`config.mk`:
```
export PLATFORM = sky130hd
export DESIGN_NAME = fifo_sync_flags
export DESIGN_NICKNAME = d
export VERILOG_FILES = /design/src/rtl/fifo_sync_flags.sv
export SDC_FILE = /design/constraint.sdc
export NUM_CORES = 1
export LEC_CHECK = 0
export ABC_AREA = 0
export CORE_MARGIN = 1.5
export CORE_UTILIZATION = 55
export CTS_CLUSTER_SIZE = 25
export DETAILED_ROUTE_END_ITERATION = 10
export HOLD_SLACK_MARGIN = 0.1
export MAX_ROUTING_LAYER = met4
export PLACE_DENSITY = 0.74
export SKIP_LAST_GASP = 1
export SYNTH_ARGS = -nofsm -noshare
export SYNTH_HDL_FRONTEND = slang
export SYNTH_SLANG_ARGS = --single-unit
```
`constraint.sdc`:
```
create_clock -name clk -period 2.8 [get_ports clk]
set_input_delay 0.56 -clock clk [delete_from_list [all_inputs] [get_ports clk]]
set_output_delay 0.56 -clock clk [all_outputs]
set_load 0.05 [all_outputs]
```
`src/rtl/fifo_sync_flags.sv`:
```
// Single-clock FIFO with show-ahead read data and registered status flags.
// Occupancy is tracked by a dedicated counter so full and empty never depend
// on comparing the read and write pointers. Overflow and underflow attempts
// are latched until the next flush or reset.
module fifo_sync_flags #(
    parameter int DSIZE      = 8,
    parameter int ASIZE      = 4,
    parameter int AFULL_LVL  = (1 << ASIZE) - 2,
    parameter int AEMPTY_LVL = 2
) (
    input  logic             clk,
    input  logic             rst_n,
    input  logic             clr,
    input  logic [DSIZE-1:0] wdata,
    input  logic             winc,
    input  logic             rinc,
    output logic [DSIZE-1:0] rdata,
    output logic             wfull,
    output logic             rempty,
    output logic             walmost_full,
    output logic             ralmost_empty,
    output logic [ASIZE:0]   count,
    output logic             overflow,
    output logic             underflow
);

    localparam int DEPTH = 1 << ASIZE;
    localparam logic [ASIZE:0] DEPTH_CNT  = DEPTH[ASIZE:0];
    localparam logic [ASIZE:0] AFULL_CNT  = AFULL_LVL[ASIZE:0];
    localparam logic [ASIZE:0] AEMPTY_CNT = AEMPTY_LVL[ASIZE:0];

    logic [DSIZE-1:0] mem [DEPTH];
    logic [ASIZE:0]   waddr;
    logic [ASIZE:0]   raddr;
    logic [ASIZE:0]   count_next;
    logic             wr_ok;
    logic             rd_ok;

    // Accept decisions use only registered flags, so no flag ever has a
    // combinational path back from winc or rinc.
    assign wr_ok = winc && !wfull && !clr;
    assign rd_ok = rinc && !rempty && !clr;

    // Head of queue is presented without a read cycle.
    assign rdata = mem[raddr[ASIZE-1:0]];

    // Next occupancy: a simultaneous read and write leaves it unchanged.
    always_comb begin
        count_next = count;
        if (wr_ok && !rd_ok) begin
            count_next = count + 1'b1;
        end else if (rd_ok && !wr_ok) begin
            count_next = count - 1'b1;
        end
    end

    // Storage array; deliberately has no reset and is left intact by a flush.
    always_ff @(posedge clk) begin
        if (wr_ok) begin
            mem[waddr[ASIZE-1:0]] <= wdata;
        end
    end

    // Pointers, occupancy and all status flags, updated together each cycle.
    always_ff @(posedge clk or negedge rst_n) begin
        if (!rst_n) begin
            waddr         <= '0;
            raddr         <= '0;
            count         <= '0;
            wfull         <= 1'b0;
            rempty        <= 1'b1;
            walmost_full  <= 1'b0;
            ralmost_empty <= 1'b1;
            overflow      <= 1'b0;
            underflow     <= 1'b0;
        end else if (clr) begin
            waddr         <= '0;
            raddr         <= '0;
            count         <= '0;
            wfull         <= 1'b0;
            rempty        <= 1'b1;
            walmost_full  <= 1'b0;
            ralmost_empty <= 1'b1;
            overflow      <= 1'b0;
            underflow     <= 1'b0;
        end else begin
            if (wr_ok) begin
                waddr <= waddr + 1'b1;
            end
            if (rd_ok) begin
                raddr <= raddr + 1'b1;
            end
            count         <= count_next;
            wfull         <= (count_next == DEPTH_CNT);
            rempty        <= (count_next == '0);
            walmost_full  <= (count_next >= AFULL_CNT);
            ralmost_empty <= (count_next <= AEMPTY_CNT);
            overflow      <= overflow  | (winc && wfull);
            underflow     <= underflow | (rinc && rempty);
        end
    end

    // The extra pointer bit makes the pointer distance equal to occupancy.
    a_ptr_count: assert property (@(posedge clk) disable iff (!rst_n)
        (waddr - raddr) == count);

endmodule

```
==> run_results.csv <==
group,metric,value,unit
floorplanning,dieArea,11700,um^2
logic_synthesis,synth.distinct_cells,34,
logic_synthesis,ys_top_cells_by_area,"edfxtp_1, mux4_1, dfrtp_1, mux4_2, ha_1",
worst_setup_path,crit_start,"raddr[0]$_DFFE_PN0P_",
worst_setup_path,rrSetupSlack,0.90,ns
timing,relSlewSlack,0.409,
global_route,grt.overflow.total,0,
route,routed_wl,13.2,mm
clocking,cts_made_buffers,17,
logic_synthesis,synth_common_cells,"edfxtp_1, mux4_1, dfrtp_1, nor2_1, and2_1",
logic_synthesis,synth_seq_cells,147,
pwr,p_leak,2.50,nW
global_route,grt_max_degree,36,
logic_synthesis,synth-main-ff-cell,"edfxtp_1",
worst_setup_path,worstSetupPathType,"flop to primary output",
clocking,root_buffer,"clkbuf_8",
clocking,cts_max_path_buffers,2,
clocking,postCtsHoldBufs,0,
floorplanning,boundaryPins,32,
pwr,p_per_area,790,nW/um^2
logic_synthesis,post-synth-top-count-cell,"edfxtp_1",
global_route,grt_usage,0.260,
outcome,violations,"negative setup slack",
route,vias,3137,
clocking,cts_tree,"yes",
route,drtPass1Iterations,5,
logic_synthesis,synth_top_area_share,0.633,
floorplanning,initial_core_util,0.562,
logic_synthesis,synth_area_per_cell,19.8,um^2
cells_and_area,stdcell_area,7330,um^2
worst_setup_path,r2r_end,"mem[6][1]$_DFFE_PP_",
worst_setup_path,crit_required,2.24,ns
timing,skew,0.00947,ns
timing,grt_setup_unrepaired,"true",
placement,gp_congestion,0.795,
pwr,peakVddDrop,401,uV
cells_and_area,final_core_util,0.679,
route,wl_per_cell,25.1,um
worst_setup_path,cp_max_fo,8,
worst_setup_path,cp-endpoint,"rdata[5]",
placement,dp_slack,0.284,ns
global_route,grt_pass1_wl,19.9,mm
floorplanning,die_height,108,um
worst_setup_path,arrival,2.46,ns
route,ant_nets,0,
timing,min_period_over_period,1.08,
logic_synthesis,postSynthCellCount,307,
global_route,grt_pass1_vias,3257,
timing,tightest_slew,0.883,ns
route,route.detailed.drc,0,
timing,setup_viol,8,
timing,setup_slack,-0.221,ns
worst_setup_path,end_kind,"primary output",
logic_synthesis,synth_edf_count,128,
logic_synthesis,ys_seq_area_frac,0.712,
timing,fmax,331,MHz
timing,holdWs,0.499,ns
outcome,outcome,"finished, violations left",
logic_synthesis,yosysTopAreaCell,"edfxtp_1",
timing,timing.final.crit_period,3.02,ns
clocking,clock_sinks,147,
clocking,clk_latency,0.52,ns
logic_synthesis,synth_warnings,0,
job,max-cap-violations,0,
timing,slew_viol_final,0,
placement,io_buffers,31,
route,drt_iter0_drc,241,
logic_synthesis,synthesis.area,6070,um^2
timing,final_hold_viol_count,0,
worst_hold_path,hold_path.class,"flop to flop",
placement,dp_hpwl,7.39,mm
cells_and_area,layout.nets,393,
pwr,power,5.79,mW
placement,dp.cells,486,
clocking,path_clk_slew,0.06,ns
cells_and_area,fillers,691,
floorplanning,core,10800,um^2
cells_and_area,areaGrowthSynthToFinish,20.8,%
cells_and_area,antenna_cells,0,
route,vias_per_cell,5.98,
worst_setup_path,rr_startpoint,"wfull$_DFF_PN0_",
cells_and_area,layout.cells.non_filler,525,
worst_setup_path,start_kind,"flop",
cells_and_area,drive_gt1_frac,0.286,
logic_synthesis,syn_nets,327,
placement,placed_area,6650,um^2
global_route,antenna_found_initial,0,
worst_setup_path,r2r_cells,5,
logic_synthesis,ys_async_sr_fraction,0.129,
clocking,h-tree-depth,4,
timing,finalSetupTns,-1.51,ns
floorplanning,core.rowCount,38,
floorplanning,die_w,108,um
-- logic make-up after synthesis --
logic type,share of synthesized area
AO/OA/AOI/OAI,0.0169
AND/OR/NAND/NOR,0.0505
XOR/XNOR,0.0144
buffers and inverters,0.0212
multiplexers,0.170
flip-flops,0.712
adder cells (fa/ha/maj),0.0144
-- flip-flops by register name, indices dropped and copies added, names as in the netlist, 4 cells and up --
name   flops
count      5
mem      128
raddr      4
waddr      4
-- routing by layer --
layer  vias to the layer above  global-route usage  wire length (um)
met5                         -                   -                 0
met4                         0               0.115               333
met3                        23              0.0573              1070
met2                       163               0.387              6540
met1                      1596               0.349              5220
li1                       1355                   -                 -
-- cell type report --
type / count / area [um^2] / area share
multi-input cells: 136 / 1510 / 0.206
repair buffers: 63 / 729 / 0.0995
well taps: 140 / 175 / 0.0239
clock inverters: 11 / 138 / 0.0188
clock buffers: 20 / 425 / 0.0580
flip-flops and latches: 147 / 4320 / 0.590
inverters: 8 / 30.0 / 0.00410
-- cells in the final DEF (no fill, tap or decap), types with 7 or more instances in the layout --
master           count
mux4_2              39
clkbuf_16           16
edfxtp_1           128
buf_8                8
inv_1                8
nor2_1              17
clkdlybuf4s50_1     23
and2_1              12
nand2_1              9
buf_4               22
nor3_1               7
ha_1                 7
dfrtp_1             16
-- repair_timing --
action / in CTS / in global routing
cloned: 4 / 0
setup endpoints to repair: 8 / 8
buffers inserted: 5 / 0
resized for setup: 44 / 7
-- critical path: stages (launching register included) --
cell and delay, ns:
dfrtp_2 0.43, buf_12 0.14, buf_12 0.12, buf_16 0.14
mux4_2 0.43, mux4_2 0.51, buf_8 0.17
-- power breakdown --
group          total (mW)  switching, mW  internal, mW
combinational        1.13          0.581         0.547
clock                2.17          0.824          1.34
sequential           2.50         0.0482          2.45
-- how the worst min path moves through the flow --
stage | from | to | slack [ns] | cells after the start
5_1_grt | underflow$_DFF_PN0_ | underflow$_DFF_PN0_ | 0.53 | 2
6_report | underflow$_DFF_PN0_ | underflow$_DFF_PN0_ | 0.50 | 2
3_5_place_dp | underflow$_DFF_PN0_ | underflow$_DFF_PN0_ | 0.49 | 2
2_1_floorplan | rst_n | count[0]$_DFF_PN0_ | 0.26 | 0
4_1_cts | underflow$_DFF_PN0_ | underflow$_DFF_PN0_ | 0.50 | 2
3_3_place_gp | underflow$_DFF_PN0_ | underflow$_DFF_PN0_ | 0.48 | 2
Note: power is estimated with default switching activity, not from simulation.
